--- src/rtl/y_mem_pkg.sv ---
// rtl/y_mem_pkg.sv - shared funct3, state and byte-enable encodings for the load/store unit
package y_mem_pkg;

    localparam logic [2:0] F3_LB  = 3'b000;
    localparam logic [2:0] F3_LH  = 3'b001;
    localparam logic [2:0] F3_LW  = 3'b010;
    localparam logic [2:0] F3_LBU = 3'b100;
    localparam logic [2:0] F3_LHU = 3'b101;
    localparam logic [2:0] F3_SB  = 3'b000;
    localparam logic [2:0] F3_SH  = 3'b001;
    localparam logic [2:0] F3_SW  = 3'b010;

    localparam logic [1:0] ST_IDLE  = 2'd0;
    localparam logic [1:0] ST_REQ   = 2'd1;
    localparam logic [1:0] ST_DONE  = 2'd2;
    localparam logic [1:0] ST_FAULT = 2'd3;

    localparam logic [3:0] BE_NONE    = 4'b0000;
    localparam logic [3:0] BE_BYTE    = 4'b0001;
    localparam logic [3:0] BE_LO_HALF = 4'b0011;
    localparam logic [3:0] BE_HI_HALF = 4'b1100;
    localparam logic [3:0] BE_WORD    = 4'b1111;

    // True when exactly one direction is set, funct3 is legal for it and the address is aligned.
    function automatic logic access_ok(input logic rd, input logic wr,
                                       input logic [2:0] f3, input logic [1:0] lo);
        logic legal_f3;
        logic aligned;
        if (rd)
            legal_f3 = (f3 == F3_LB) || (f3 == F3_LH) || (f3 == F3_LW) ||
                       (f3 == F3_LBU) || (f3 == F3_LHU);
        else
            legal_f3 = (f3 == F3_SB) || (f3 == F3_SH) || (f3 == F3_SW);
        case (f3[1:0])
            2'b01:   aligned = !lo[0];
            2'b10:   aligned = (lo == 2'b00);
            default: aligned = 1'b1;
        endcase
        return (rd ^ wr) && legal_f3 && aligned;
    endfunction

endpackage

--- src/rtl/y_lsu_if.sv ---
// rtl/y_lsu_if.sv - word-addressed data memory bus with req/ack handshake
interface y_lsu_if;
    logic        mem_req;
    logic        mem_we;
    logic [31:0] mem_addr;
    logic [3:0]  mem_be;
    logic [31:0] mem_wdata;
    logic [31:0] mem_rdata;
    logic        mem_ack;

    modport master (
        output mem_req, mem_we, mem_addr, mem_be, mem_wdata,
        input  mem_rdata, mem_ack
    );

    modport slave (
        input  mem_req, mem_we, mem_addr, mem_be, mem_wdata,
        output mem_rdata, mem_ack
    );
endinterface

--- src/rtl/y_lsu_lane.sv ---
// rtl/y_lsu_lane.sv - store byte-lane steering and load lane extraction/extension
module y_lsu_lane
    import y_mem_pkg::*;
(
    input  logic [2:0]  funct3,
    input  logic [1:0]  addr_lo,
    input  logic [31:0] store_data,
    input  logic [31:0] load_word,
    output logic [3:0]  be,
    output logic [31:0] wdata,
    output logic [31:0] load_data
);

    logic [7:0]  byte_v;
    logic [15:0] half_v;

    // Store side: size picks the enable pattern, data is replicated so every lane carries it.
    always_comb begin
        be    = BE_NONE;
        wdata = store_data;
        case (funct3[1:0])
            2'b00: begin
                be    = BE_BYTE << addr_lo;
                wdata = {4{store_data[7:0]}};
            end
            2'b01: begin
                be    = addr_lo[1] ? BE_HI_HALF : BE_LO_HALF;
                wdata = {2{store_data[15:0]}};
            end
            default: begin
                be    = BE_WORD;
                wdata = store_data;
            end
        endcase
    end

    // Load side: pick the addressed lane, then sign- or zero-extend by funct3.
    always_comb begin
        byte_v = load_word[{addr_lo, 3'b000} +: 8];
        half_v = load_word[{addr_lo[1], 4'b0000} +: 16];
        case (funct3)
            F3_LB:   load_data = {{24{byte_v[7]}}, byte_v};
            F3_LH:   load_data = {{16{half_v[15]}}, half_v};
            F3_LBU:  load_data = {24'h0, byte_v};
            F3_LHU:  load_data = {16'h0, half_v};
            default: load_data = load_word;
        endcase
    end

endmodule

--- src/rtl/y_lsu.sv ---
// rtl/y_lsu.sv - multi-cycle load/store unit between execute and write-back
module y_lsu
    import y_mem_pkg::*;
#(
    parameter int TIMEOUT = 16
) (
    input  logic        clk,
    input  logic        rst,
    input  logic        start,
    input  logic        MemRead,
    input  logic        MemWrite,
    input  logic [2:0]  funct3,
    input  logic [31:0] exeOut,
    input  logic [31:0] rd2,
    output logic [31:0] memOut,
    output logic        busy,
    output logic        done,
    output logic        fault,
    y_lsu_if.master     mem
);

    localparam logic [7:0] TMO = 8'(TIMEOUT);

    logic [1:0]  state_q, state_d;
    logic [31:0] addr_q, addr_d;
    logic [2:0]  f3_q, f3_d;
    logic        we_q, we_d;
    logic [3:0]  be_q, be_d;
    logic [31:0] wdata_q, wdata_d;
    logic [7:0]  cnt_q, cnt_d;
    logic [31:0] out_q, out_d;

    logic [2:0]  lane_f3;
    logic [1:0]  lane_lo;
    logic [3:0]  lane_be;
    logic [31:0] lane_wdata;
    logic [31:0] lane_load;

    // In IDLE the lane steers the incoming request; afterwards it decodes the latched one.
    assign lane_f3 = (state_q == ST_IDLE) ? funct3 : f3_q;
    assign lane_lo = (state_q == ST_IDLE) ? exeOut[1:0] : addr_q[1:0];

    y_lsu_lane u_lane (
        .funct3     (lane_f3),
        .addr_lo    (lane_lo),
        .store_data (rd2),
        .load_word  (mem.mem_rdata),
        .be         (lane_be),
        .wdata      (lane_wdata),
        .load_data  (lane_load)
    );

    // Next-state: accept/reject in IDLE, wait for ack or timeout in REQ, one-cycle DONE/FAULT.
    always_comb begin
        state_d = state_q;
        addr_d  = addr_q;
        f3_d    = f3_q;
        we_d    = we_q;
        be_d    = be_q;
        wdata_d = wdata_q;
        cnt_d   = cnt_q;
        out_d   = out_q;
        case (state_q)
            ST_IDLE: begin
                if (start) begin
                    if (access_ok(MemRead, MemWrite, funct3, exeOut[1:0])) begin
                        state_d = ST_REQ;
                        addr_d  = exeOut;
                        f3_d    = funct3;
                        we_d    = MemWrite;
                        be_d    = lane_be;
                        wdata_d = lane_wdata;
                        cnt_d   = 8'd0;
                    end else begin
                        state_d = ST_FAULT;
                    end
                end
            end
            ST_REQ: begin
                // Ack is checked first so it wins over a timeout in the same cycle.
                if (mem.mem_ack) begin
                    if (!we_q)
                        out_d = lane_load;
                    state_d = ST_DONE;
                end else begin
                    cnt_d = cnt_q + 8'd1;
                    if (cnt_d == TMO)
                        state_d = ST_FAULT;
                end
            end
            default: state_d = ST_IDLE;
        endcase
    end

    // State and latched request registers with synchronous reset.
    always_ff @(posedge clk) begin
        if (rst) begin
            state_q <= ST_IDLE;
            addr_q  <= 32'h0;
            f3_q    <= 3'b000;
            we_q    <= 1'b0;
            be_q    <= BE_NONE;
            wdata_q <= 32'h0;
            cnt_q   <= 8'd0;
            out_q   <= 32'h0;
        end else begin
            state_q <= state_d;
            addr_q  <= addr_d;
            f3_q    <= f3_d;
            we_q    <= we_d;
            be_q    <= be_d;
            wdata_q <= wdata_d;
            cnt_q   <= cnt_d;
            out_q   <= out_d;
        end
    end

    assign mem.mem_req   = (state_q == ST_REQ);
    assign mem.mem_we    = mem.mem_req & we_q;
    assign mem.mem_be    = mem.mem_req ? be_q : BE_NONE;
    assign mem.mem_addr  = {addr_q[31:2], 2'b00};
    assign mem.mem_wdata = wdata_q;

    assign memOut = out_q;
    assign busy   = (state_q != ST_IDLE);
    assign done   = (state_q == ST_DONE) || (state_q == ST_FAULT);
    assign fault  = (state_q == ST_FAULT);

endmodule

--- src/flat_wrapper.sv ---
// flat-port wrapper written by rule: the top's interface ports become plain ports
module y_lsu_flat import y_mem_pkg::*;
#(
    parameter int TIMEOUT = 16
)
  (clk, rst, start, MemRead, MemWrite, funct3, exeOut, rd2, memOut, busy, done, fault, mem_mem_req, mem_mem_we, mem_mem_addr, mem_mem_be, mem_mem_wdata, mem_mem_rdata, mem_mem_ack);
  y_lsu_if mem_i ();
  input  logic clk;
  input  logic rst;
  input  logic start;
  input  logic MemRead;
  input  logic MemWrite;
  input  logic [2:0] funct3;
  input  logic [31:0] exeOut;
  input  logic [31:0] rd2;
  output logic [31:0] memOut;
  output logic busy;
  output logic done;
  output logic fault;
  output wire logic [$bits(mem_i.mem_req)-1:0] mem_mem_req;
  output wire logic [$bits(mem_i.mem_we)-1:0] mem_mem_we;
  output wire logic [$bits(mem_i.mem_addr)-1:0] mem_mem_addr;
  output wire logic [$bits(mem_i.mem_be)-1:0] mem_mem_be;
  output wire logic [$bits(mem_i.mem_wdata)-1:0] mem_mem_wdata;
  input wire logic [$bits(mem_i.mem_rdata)-1:0] mem_mem_rdata;
  input wire logic [$bits(mem_i.mem_ack)-1:0] mem_mem_ack;
  assign mem_mem_req = mem_i.mem_req;
  assign mem_mem_we = mem_i.mem_we;
  assign mem_mem_addr = mem_i.mem_addr;
  assign mem_mem_be = mem_i.mem_be;
  assign mem_mem_wdata = mem_i.mem_wdata;
  assign mem_i.mem_rdata = mem_mem_rdata;
  assign mem_i.mem_ack = mem_mem_ack;
  y_lsu #(.TIMEOUT(TIMEOUT)) u_core (.clk(clk), .rst(rst), .start(start), .MemRead(MemRead), .MemWrite(MemWrite), .funct3(funct3), .exeOut(exeOut), .rd2(rd2), .memOut(memOut), .busy(busy), .done(done), .fault(fault), .mem(mem_i));
endmodule
--- config.mk ---
export PLATFORM = sky130hd
export DESIGN_NAME = y_lsu_flat
export DESIGN_NICKNAME = d
export VERILOG_FILES = /design/src/rtl/y_mem_pkg.sv /design/src/rtl/y_lsu_if.sv /design/src/rtl/y_lsu_lane.sv /design/src/rtl/y_lsu.sv /design/src/flat_wrapper.sv
export SDC_FILE = /design/constraint.sdc
export NUM_CORES = 1
export LEC_CHECK = 0
export ABC_AREA = 1
export CAP_MARGIN = 20
export CORE_MARGIN = 8
export CORE_UTILIZATION = 45
export DETAILED_ROUTE_END_ITERATION = 10
export DONT_BUFFER_PORTS = 1
export SETUP_SLACK_MARGIN = 0.05
export SLEW_MARGIN = 20
export SYNTH_ARGS = -nofsm -noshare
export SYNTH_HDL_FRONTEND = slang
export SYNTH_SLANG_ARGS = --single-unit
--- constraint.sdc ---
create_clock -name clk -period 2 [get_ports clk]
set_input_delay 0.3 -clock clk [delete_from_list [all_inputs] [get_ports clk]]
set_output_delay 0.3 -clock clk [all_outputs]
set_load 0.01 [all_outputs]
# [Word-level counts from Yosys, hierarchy flattened]
# Index checks and enable logic that the tools add are counted.
[word_totals] ramBits=0 latch_bits=0 wordCells=74 mem_count=0 ff_bits=114 in_bits=105 rom_bits=0
[op_classes] mux=22 shifts=3 n_reduce_logical=19 magnitude_cmp=0 add_sub_neg=1 multipliers=0 n_eq_ne=18 div_mod_pow=0 n_bitwise=3
[op_table] cell="32-bit one-hot mux with 4 select lines" n=1
[op_table] cell="32-bit one-hot mux with 2 select lines" n=1
[op_table] cell="32-bit by 6-bit variable part select with 16-bit output" n=1
[op_table] cell="32-bit by 6-bit variable part select with 8-bit output" n=1
[op_table] cell="8-bit two-way mux" n=3
[op_table] cell="8-bit one-hot mux with 2 select lines" n=1
[op_table] cell="3-bit == test (second input constant)" n=4
[op_table] cell="2-bit two-way mux" n=5
[op_table] cell="8-bit by 1-bit adder with 8-bit output (second input constant)" n=1
[op_table] cell="8-bit by 5-bit == test with 1-bit output (second input constant)" n=1
[op_table] cell="4-bit two-way mux" n=2
[op_table] cell="4-bit one-hot mux with 2 select lines" n=1
[op_table] cell="2-bit by 1-bit == test with 1-bit output (second input constant)" n=3
[op_table] cell="2-bit == test (second input constant)" n=3
[op_table] cell="3-bit by 1-bit == test with 1-bit output (second input constant)" n=2
[op_table] cell="2-bit logical NOT" n=3
[op_table] cell="3-bit logical NOT" n=2
[op_table] cell="2-bit != test (second input constant)" n=3
[op_table] cell="3-bit AND reduction" n=2
[op_table] cell="1-bit logical OR" n=5
[op_table] cell="1-bit two-way mux" n=5
[op_table] cell="2-bit one-hot mux with 2 select lines" n=1
[op_table] cell="4-bit AND reduction" n=1
[op_table] cell="2-bit nonzero test" n=2
[op_table] cell="other kinds (11)" n=12

# [Longest topological paths before layout]
[depth] ltp_word=13 depth_mapped=12 mapped_depth_nobuf=12

# [Hierarchy]
# A second synthesis with hierarchy kept.
[unflattened] hier_cells=855 hier_area_um2=5865.6
[modules_own_cells] module="y_lsu" seq_area_each_um2=2282.2 area_per_inst_um2=4695.8 instances=1 cells_each=619
[modules_own_cells] module="y_lsu_lane" seq_area_each_um2=0.0 area_per_inst_um2=1169.9 instances=1 cells_each=236

# [Worst setup path after synthesis]
# OpenSTA, ideal clock, no wires.
[synth_timing] path_type="register -> register" from="reg u_core.state_q[0]" to="reg u_core.out_q[22] (netlist: u_core.memOut[22])" setup_slack_ps=399 n_path_buf=2 required_ps=1885 stages_incl_launch_ff=10 t_arrival_ps=1485 cell_sequence="dfxtp_1 > inv_1 > nor2_1 > nand2_1 > nor2_1 > buf_4 > buf_4 > o21ai_0 > o21ai_0 > inv_1"
[synth_lines] element="from (decl)" line_no="y_lsu.sv:24" source="logic [1:0] state_q, state_d;"
[synth_lines] element="from (signal assigned)" line_no="y_lsu.sv:107" source="state_q <= state_d;"
[synth_lines] element="2-bit by 1-bit == test with 1-bit output"
[synth_lines] element="via mem_mem_req" line_no="flat_wrapper.sv:20" source="output wire logic [$bits(mem_i.mem_req)-1:0] mem_mem_req;"
[synth_lines] element="3-bit AND reduction (no line)"
[synth_lines] element="to (signal assigned)" line_no="y_lsu.sv:114" source="out_q <= out_d;"
[synth_lines] element="to (decl)" line_no="y_lsu.sv:31" source="logic [31:0] out_q, out_d;"
# The timed path passes the listed nets, and every way through them passes these cells.
# A chain may end at the register's enable or synchronous reset.

# [Worst setup path after layout]
[layout_timing] from="reg u_core.state_q[1]" to="out mem_mem_be[3]"
[layout_between] elab_chain_len=2
[layout_lines] element="2-bit by 1-bit == test with 1-bit output" line_no="y_lsu.sv:118" source="assign mem.mem_req = (state_q == ST_REQ);"
[layout_lines] element="4-bit two-way mux" line_no="y_lsu.sv:120" source="assign mem.mem_be = mem.mem_req ? be_q : BE_NONE;"
[layout_lines] element="to (decl)" line_no="flat_wrapper.sv:23" source="output wire logic [$bits(mem_i.mem_be)-1:0] mem_mem_be;"
# No other way between the ends.

==> impl_metrics.toml <==
[power]
power.leakage_nw = 2.599
vdd_drop_max_mv = 0.6767
p_per_area_nw_per_um2 = 1155
power.total_mw = 7.289

[logic_synthesis]
syn_area_um2 = 5614
synth-seq-cells = 114
synthTopCellsByArea = "dfxtp_1, nand2_1, a21oi_1, o21ai_0, buf_4"
synthDistinctLibCells = 27
syn_avg_cell_area_um2 = 6.789
yosysWarnings = 0
synth_top_cell_by_area = "dfxtp_1"
yosysTopAreaCellShare = 0.4065
ys_seq_area_frac = 0.4065
syn_inst = 827

[sta]
maxSlewViolCount = 0
rsz0062_at_grt = "true"
max_freq_mhz = 534.3
final.setup.tns_ps = 0
setup_viol = 0
finalHoldViolCount = 0
fin_crit_sh = 0.9358
worst_clock_skew_ps = 5.995
finalCriticalPeriod_ps = 1872

[route]
ant_nets = 0
vias = 5143
avgViaCountPerCell = 5.227
wl_um = 17070
drcViolationCount = 0
drt_iter0_drc = 261
drt_first_pass_iters = 5
wl_per_cell_um = 17.34

[clocking]
insertion_delay_ps = 410
root_buffer = "clkbuf_16"
cts_htree_levels = 4
ctsLongestPathBuffers = 2
cts_buffers = 17
cts_tree = "yes"
cts.sinks = 114
clkSlewWorstSetupHoldPaths_ps = 60

[die]
core.rowCount = 41
start_util = 0.4522
die_w_um = 127.7
ios = 210
dieArea_um2 = 16310
coreArea_um2 = 12410
die_y_um = 127.7

[global_routing]
grt_pass1_wl_um = 25950
grt_pass1_vias = 4862
grt_max_degree = 63
grtUsageMet2 = 0.3359
top_usage_layer = "met2"
grt_usage = 0.2036
use_met3 = 0.1165
overflow = 0
use_met1 = 0.2105
antenna_found_initial = 0

[layout]
fillCellCount = 1284
drive_above_1_share = 0.1071
mostFrequentLayoutCells = "nand2_1, a21oi_1, dfxtp_1, o21ai_0, inv_1"
areaGrowthSynthToFinish_pct = 12.44
num-nets-final = 908
layout_commonest_cell = "nand2_1"
antenna_cells = 0

[placed_design]
post-dp-hpwl_um = 12680
port_buffers = 0
gp_congestion = 0.8850

[critical_path]
crit_fanout = 7
criticalPathCategory = "flop to primary output"
cp-start-kind = "flop"
worst_setup_path_end_kind = "primary output"
rr_worst_depth = 9
cp.required_ps = 1700
cp.arrival_ps = 1570

[worst_hold_path]
worstHoldPathType = "input port to flop"
hold_depth = 2

[outcome]
status = "finished clean"

[job]
maxCapViolCount = 0
## power by group
group,switching (mW),internal [mW]
clock,1.08,2.08
combinational,1.02,0.506
sequential,0.181,2.42
total,2.28,5.01
## stage by stage
step	util	cells	cell area [um^2]	setup slack, ps	hold slack (ps)
final	0.5085	984	6312	128.4	25.47
after global routing	0.5085	984	6312	35.10	7.801
after CTS	0.5031	979	6246	112.5	7.657
after detailed placement	0.4511	946	5600	111.7	378.1
after global placement	0.4511	946	5600	176.4	376.2
after floorplan	-	828	5618	399.2	424.5
## worst max-delay path: stages (launching register included)
cell and delay [ps]:
dfxtp_1 360, buf_4 180, nor2_1 140, buf_4 150, inv_1 100, nor2_1 230
## cells by family after synthesis
family | synth area share
DFF | 0.4065
other | 0.0006680
AOI/OAI and AO/OA | 0.2206
buffers and inverters | 0.1364
and+or+nand+nor | 0.2269
adders and majority gates | 0.008915
## synthesized netlist by cell type, drive strengths merged
cell type and count:
conb 1, nand2 232, or2 1, clkbuf 18, a21oi 134, buf 60, inv 73, o21bai 1
nand3 14, dfxtp 114, nand4 4, nand3b 1, ha 4, nor2 66, and3 1, o21ai 103
## state kept, by name, indices dropped and copies added, names as in the netlist
name                  count
u_core.addr_q            32
u_core.mem.mem_wdata     32
u_core.memOut            32
u_core.cnt_q              8
u_core.be_q               4
u_core.f3_q               3
u_core.state_q            2
u_core.we_q               1
## per-layer routing
| metal | share of wire | vias up | routed length, um |
|---|---|---|---|
| li1 | - | 2566 | - |
| met1 | 0.38 | 2355 | 6457 |
| met2 | 0.47 | 197 | 8092 |
| met3 | 0.13 | 25 | 2164 |
| met4 | 0.021 | 0 | 350 |
| met5 | 0 | - | 0 |
## cell type report
cell class              count  area [um^2]  share of cell area
clock buffers              19        432.9             0.06858
well taps                 172        215.2             0.03409
inverters                  73        274.0             0.04341
multi-input cells         564         2621              0.4153
clock inverters            13        185.2             0.02934
flip-flops and latches    114         2283              0.3617
repair buffers             29        300.3             0.04757
## final timing paths
kind / from / to / slack (ps)
min reg2reg: u_core.f3_q[2] / u_core.f3_q[2] / 460
max: u_core.state_q[1] / mem_mem_be[3] / 130
min: exeOut[31] / u_core.addr_q[31] / 30
max reg2reg: u_core.state_q[1] / u_core.memOut[6] / 190
## what timing repair did
action	4_1_cts	5_1_grt
hold buffers	1	0
setup endpoints to repair	0	48
resized for setup	0	8
setup buffers	0	4
hold endpoints to repair	62	0
No activity file was read; power rests on OpenSTA's default activity.
